File: src/rtl/pipe_stage_skid_if.sv
// Valid/ready bus for one pipeline stage: the upstream (in_*) and downstream
// (out_*) handshakes, grouped so the stage and its neighbours share one bundle.
// slave  : view taken by the stage itself.
// master : view taken by the surrounding environment (producer + consumer).
interface pipe_stage_skid_if #(
    parameter int unsigned WIDTH = 32
);
    logic             in_valid;
    logic             in_ready;
    logic [WIDTH-1:0] in_data;
    logic             out_valid;
    logic             out_ready;
    logic [WIDTH-1:0] out_data;

    modport slave (
        input  in_valid,
        input  in_data,
        output in_ready,
        output out_valid,
        output out_data,
        input  out_ready
    );

    modport master (
        output in_valid,
        output in_data,
        input  in_ready,
        input  out_valid,
        input  out_data,
        output out_ready
    );
endinterface

File: src/rtl/pipe_stage_skid.sv
// Generic pipeline stage register with valid/ready handshake, synchronous
// flush and a 2-entry skid buffer (main register = out_data, hidden skid
// register). in_ready comes straight from a flop, so no combinational path
// crosses the stage in either direction.
// Optional feature: define PIPE_STAGE_PERF_EN to add the stall_cnt port, a
// saturating count of cycles in which out_valid is held against !out_ready.
module pipe_stage_skid #(
    parameter int unsigned          WIDTH       = 32,
    parameter logic [WIDTH-1:0]     RESET_VALUE = '0,
    parameter int unsigned          CNT_WIDTH   = 16
) (
    input  logic                 clk,
    input  logic                 n_rst,
    input  logic                 flush,
    pipe_stage_skid_if.slave     bus
`ifdef PIPE_STAGE_PERF_EN
    ,
    output logic [CNT_WIDTH-1:0] stall_cnt
`endif
);

    typedef enum logic [1:0] {
        EMPTY = 2'd0,
        ONE   = 2'd1,
        FULL  = 2'd2
    } stateE;

    stateE            state;
    stateE            stateNext;
    logic [WIDTH-1:0] mainQ;
    logic [WIDTH-1:0] mainNext;
    logic [WIDTH-1:0] skidQ;
    logic [WIDTH-1:0] skidNext;
    logic             inReadyQ;
    logic             outValid;
    logic             acc;
    logic             ret;

    // Degenerate widths are rejected at elaboration.
    if (WIDTH < 1) begin : gBadWidth
        $error("pipe_stage_skid: WIDTH must be >= 1");
    end
    if (CNT_WIDTH < 1) begin : gBadCntWidth
        $error("pipe_stage_skid: CNT_WIDTH must be >= 1");
    end

    assign outValid      = (state != EMPTY);
    assign acc           = bus.in_valid & inReadyQ;
    assign ret           = outValid & bus.out_ready;

    assign bus.in_ready  = inReadyQ;
    assign bus.out_valid = outValid;
    assign bus.out_data  = mainQ;

    // Next-state and register-load decisions; flush overrides every transition.
    always_comb begin
        stateNext = state;
        mainNext  = mainQ;
        skidNext  = skidQ;
        if (flush) begin
            stateNext = EMPTY;
            mainNext  = RESET_VALUE;
            skidNext  = RESET_VALUE;
        end else begin
            case (state)
                EMPTY: begin
                    if (acc) begin
                        stateNext = ONE;
                        mainNext  = bus.in_data;
                    end
                end
                ONE: begin
                    if (acc && ret) begin
                        mainNext  = bus.in_data;
                    end else if (acc) begin
                        stateNext = FULL;
                        skidNext  = bus.in_data;
                    end else if (ret) begin
                        stateNext = EMPTY;
                    end
                end
                FULL: begin
                    // in_ready is low here, so only a drain can happen.
                    if (ret) begin
                        stateNext = ONE;
                        mainNext  = skidQ;
                    end
                end
                default: begin
                    stateNext = EMPTY;
                end
            endcase
        end
    end

    // State, payload registers and the registered in_ready.
    // in_ready is computed from the next state so it is already correct in the
    // cycle the state changes, without a combinational path from out_ready.
    always_ff @(posedge clk or negedge n_rst) begin
        if (!n_rst) begin
            state    <= EMPTY;
            mainQ    <= RESET_VALUE;
            skidQ    <= RESET_VALUE;
            inReadyQ <= 1'b1;
        end else begin
            state    <= stateNext;
            mainQ    <= mainNext;
            skidQ    <= skidNext;
            inReadyQ <= (stateNext != FULL);
        end
    end

`ifdef PIPE_STAGE_PERF_EN
    logic [CNT_WIDTH-1:0] stallCntQ;

    assign stall_cnt = stallCntQ;

    // Saturating backpressure counter; only reset clears it, flush does not.
    always_ff @(posedge clk or negedge n_rst) begin
        if (!n_rst) begin
            stallCntQ <= '0;
        end else if (outValid && !bus.out_ready && (stallCntQ != '1)) begin
            stallCntQ <= stallCntQ + 1'b1;
        end
    end
`endif

endmodule

File: src/flat_wrapper.sv
// flat-port wrapper written by rule: the top's interface ports become plain ports
module pipe_stage_skid_flat 
#(
    parameter int unsigned          WIDTH       = 32,
    parameter logic [WIDTH-1:0]     RESET_VALUE = '0,
    parameter int unsigned          CNT_WIDTH   = 16
)
  (clk, n_rst, flush, bus_in_valid, bus_in_data, bus_in_ready, bus_out_valid, bus_out_data, bus_out_ready);
  pipe_stage_skid_if #(.WIDTH(WIDTH)) bus_i ();
  input  logic clk;
  input  logic n_rst;
  input  logic flush;
  input wire logic [$bits(bus_i.in_valid)-1:0] bus_in_valid;
  input wire logic [$bits(bus_i.in_data)-1:0] bus_in_data;
  output wire logic [$bits(bus_i.in_ready)-1:0] bus_in_ready;
  output wire logic [$bits(bus_i.out_valid)-1:0] bus_out_valid;
  output wire logic [$bits(bus_i.out_data)-1:0] bus_out_data;
  input wire logic [$bits(bus_i.out_ready)-1:0] bus_out_ready;
  assign bus_i.in_valid = bus_in_valid;
  assign bus_i.in_data = bus_in_data;
  assign bus_in_ready = bus_i.in_ready;
  assign bus_out_valid = bus_i.out_valid;
  assign bus_out_data = bus_i.out_data;
  assign bus_i.out_ready = bus_out_ready;
  pipe_stage_skid #(.WIDTH(WIDTH), .RESET_VALUE(RESET_VALUE), .CNT_WIDTH(CNT_WIDTH)) u_core (.clk(clk), .n_rst(n_rst), .flush(flush), .bus(bus_i));
endmodule
File: config.mk
export PLATFORM = sky130hd
export DESIGN_NAME = pipe_stage_skid_flat
export DESIGN_NICKNAME = d
export VERILOG_FILES = /design/src/rtl/pipe_stage_skid_if.sv /design/src/rtl/pipe_stage_skid.sv /design/src/flat_wrapper.sv
export SDC_FILE = /design/constraint.sdc
export NUM_CORES = 1
export LEC_CHECK = 0
export CAP_MARGIN = 20
export CORE_ASPECT_RATIO = 0.8
export CORE_MARGIN = 8
export CORE_UTILIZATION = 44
export CTS_BUF_LIST = sky130_fd_sc_hd__clkbuf_4
export DETAILED_ROUTE_END_ITERATION = 16
export DONT_BUFFER_PORTS = 1
export SYNTH_ARGS = -nofsm -noshare
export SYNTH_HDL_FRONTEND = slang
export SYNTH_SLANG_ARGS = --single-unit
File: constraint.sdc
create_clock -name clk -period 2.05 [get_ports clk]
set_input_delay 0.41 -clock clk [delete_from_list [all_inputs] [get_ports clk]]
set_output_delay 0.41 -clock clk [all_outputs]
set_load 0.03 [all_outputs]
==> load_flow_metrics.sql <==
INSERT INTO impl_metrics (metric_group, metric, value, unit) VALUES
('final_layout', 'layoutNonFillerInstCount', '410', ''),
('critical_path', 'worst_r2r_endpoint', 'u_core.bus.out_data[23]$_DFFE_PN0P_', ''),
('place', 'placed_cells', '391', ''),
('timing', 'setup_total_negative_slack', '0', 'ps'),
('min_path', 'timing.hold.worst_endpoint', 'u_core.skidQ[20]$_DFFE_PN0P_', ''),
('clocking', 'cts.sink_count', '67', ''),
('floorplanning', 'std_cell_rows', '28', ''),
('detailed_routing', 'drtAntennaViolNets', '0', ''),
('place', 'finalWeightedCongestion', '0.7397', ''),
('detailed_routing', 'drt-pass1-iter-count', '4', ''),
('clocking', 'clkLatencyLatePin', '400', 'ps'),
('power', 'power', '0.004663', 'W'),
('floorplanning', 'fp.coreArea', '7357', 'um2'),
('timing', 'worst_clock_skew', '15.29', 'ps'),
('detailed_routing', 'wl_per_cell', '19.62', 'um'),
('synth', 'async_reset_ff_share', '100.0', '%'),
('grt', 'antenna_violations_before_repair', '0', ''),
('clocking', 'cts_tree', 'yes', ''),
('synth', 'synth_flop_cell', 'sky130_fd_sc_hd__dfrtp_1', ''),
('timing', 'unrepaired_setup_endpoints_after_global_routing', 'false', ''),
('final_layout', 'number_of_nets_at_the_end_of_the_flow', '356', ''),
('grt', 'grt_util_all_layers', '16.15', '%'),
('final_layout', 'final_util', '49.46', '%'),
('detailed_routing', 'drc', '0', ''),
('clocking', 'cts_max_path_buffers', '2', ''),
('synth', 'synthesis.yosys.warnings', '0', ''),
('timing', 'final-max-slew-violation-count', '0', ''),
('timing', 'timing.final.setup_violations', '0', ''),
('final_layout', 'sequential_cell_area', '1678', 'um2'),
('critical_path', 'largest_fanout_of_any_net_on_the_critical_path', '5', ''),
('critical_path', 'cp.arrival', '1520', 'ps'),
('synth', 'synth.area.top_cells', 'sky130_fd_sc_hd__dfrtp_1 (50%), sky130_fd_sc_hd__a211oi_2 (11%), sky130_fd_sc_hd__a21oi_1 (9.7%)', ''),
('synth', 'synth_top_area_share', '49.96', '%'),
('final_layout', 'multi_input_comb_area', '1481', 'um2'),
('power', 'power_leakage', '1.428', 'nW'),
('critical_path', 'critPathLaunchType', 'flip-flop', ''),
('floorplanning', 'die_span_in_y', '93.53', 'um'),
('timing', 'relative_slew_margins', '76.19', '%'),
('timing', 'max_freq', '518.3', 'MHz'),
('synth', 'synthesis.instances', '314', ''),
('critical_path', 'timing.reg2reg.setup_slack', '200', 'ps'),
('clocking', 'clock_tree.root_cell', 'sky130_fd_sc_hd__clkbuf_4', ''),
('synth', 'synth_fp_nets', '355', ''),
('min_path', 'min-delay-start', 'flush', ''),
('timing', 'layout_min_cycle_time', '1929', 'ps'),
('floorplanning', 'die_area', '10560', 'um2'),
('final_layout', 'antenna_diodes', '0', ''),
('power', 'irDropWorstVdd', '0.5735', 'mV'),
('final_layout', 'number_of_fill_cells', '683', ''),
('min_path', 'hold_path_class', 'input pin to flip-flop', ''),
('place', 'port_buffers', '0', ''),
('grt', 'grt_first_pass_wirelength', '13350', 'um'),
('status', 'run_status', 'complete, no violations', ''),
('synth', 'synth.distinct_cells', '26', ''),
('synth', 'synth-seq-area-share', '50.76', '%'),
('grt', 'grt_max_degree', '68', ''),
('clocking', 'h-tree-depth', '3', ''),
('timing', 'timing_worst_slew_pin_value', '357.2', 'ps'),
('timing', 'timing.hold.ws', '58.31', 'ps'),
('critical_path', 'setup.worst_path.end_class', 'output pin', ''),
('critical_path', 'critical_path_required', '1640', 'ps'),
('floorplanning', 'initial_utilization', '44.93', '%'),
('clocking', 'clock_pin_slew_of_the_registers_on_the_worst_case_setup_and_hold_paths', '120', 'ps'),
('final_layout', 'area_delta_synth_final', '10.07', '%'),
('synth', 'ys_ff_latch', '67', ''),
('final_layout', 'drive_above_1_share', '21.56', '%'),
('timing', 'final-hold-violation-count', '0', ''),
('synth', 'netlist_area', '3306', 'um2'),
('critical_path', 'worstRegToRegCells', '7', ''),
('synth', 'post-synth-top-count-cell', 'sky130_fd_sc_hd__nand2_1', ''),
('grt', 'grt_pass1_vias', '2456', '');
## power breakdown
group	switching (W)	internal (W)
clock	0.000476	0.000499
combinational	0.000845	0.000621
sequential	0.000636	0.00159
## critical path: stages (launching register included)
cell and delay [ps]:
sky130_fd_sc_hd__dfrtp_1 440, sky130_fd_sc_hd__inv_1 80, sky130_fd_sc_hd__ha_1 240, sky130_fd_sc_hd__inv_1 160
sky130_fd_sc_hd__buf_4 190
## layout by cell type (no fill, tap or decap), types with 2 or more instances in the layout
cell | netlist | final
sky130_fd_sc_hd__nand2_1 | 67 | 67
sky130_fd_sc_hd__dfrtp_1 | 66 | 66
sky130_fd_sc_hd__a21oi_1 | 64 | 64
sky130_fd_sc_hd__mux2i_1 | 32 | 32
sky130_fd_sc_hd__a211oi_2 | 30 | 30
sky130_fd_sc_hd__buf_4 | 0 | 11
sky130_fd_sc_hd__clkbuf_4 | 0 | 10
sky130_fd_sc_hd__buf_12 | 0 | 4
sky130_fd_sc_hd__inv_1 | 3 | 3
sky130_fd_sc_hd__ha_1 | 4 | 3
sky130_fd_sc_hd__nand3_1 | 2 | 2
sky130_fd_sc_hd__a21boi_2 | 2 | 2
sky130_fd_sc_hd__nand2b_1 | 2 | 2
sky130_fd_sc_hd__nor2_1 | 3 | 2
sky130_fd_sc_hd__a211oi_1 | 2 | 2
sky130_fd_sc_hd__clkinv_1 | 0 | 2
sky130_fd_sc_hd__bufinv_16 | 0 | 2
## stage by stage
step | cell area, um2 | setup slack [ps]
after floorplan | 3306 | 348.7
after global placement | 3438 | 296.8
after detailed placement | 3438 | 210.6
after CTS | 3631 | 87.72
after global routing | 3638 | 33.94
final | 3638 | 120.8
## layout make-up
class,instances,share of cell area (%)
Clock inverter,6,2.201
Multi-Input combinational cell,217,40.72
Tap cell,90,3.095
Timing Repair Buffer,17,5.502
Clock buffer,10,2.063
Sequential cell,67,46.11
Inverter,3,0.3095
## worst max path at each step
stage	end	depth (start not counted)	slack, ps
floorplan	u_core.bus.out_data[10]$_DFFE_PN0P_	8	350
global placement	u_core.bus.out_data[28]$_DFFE_PN0P_	7	300
detailed placement	u_core.bus.out_data[4]$_DFFE_PN0P_	7	210
CTS	bus_out_valid	4	90
global route	bus_out_valid	4	30
finish	bus_out_valid	4	120
## sequential cells by signal, indices dropped and copies added, names as in the netlist
register	flops
u_core.skidQ	32
u_core.bus.in_ready	1
u_core.bus.out_data	32
u_core.state	2
## logic make-up (layout without fill, tap and decap cells)
logic type	Yosys count	count (layout)	share of synthesized area, %
compound gates	104	104	23.96
simple gates	76	76	8.970
flops	67	67	50.76
mux	32	32	9.690
buf+inv	30	36	4.845
fa+ha+maj	4	4	1.514
xor+xnor	1	1	0.2650
## what timing repair did
action	4_1_cts	5_1_grt
buffers inserted	0	1
hold buffers	2	0
hold endpoints to repair	67	0
setup endpoints to repair	0	1
gates resized for setup	0	0
## per-layer routing
| metal | GRT usage [%] | vias up | part of all wire [%] |
|---|---|---|---|
| li1 | - | 1103 | - |
| met1 | 20.32 | 1145 | 45 |
| met2 | 24.86 | 70 | 45 |
| met3 | 7.598 | 8 | 9.9 |
| met4 | 3.429 | 0 | 1.0 |
| met5 | 0 | - | 0 |
(Power assumes the default switching activity.)
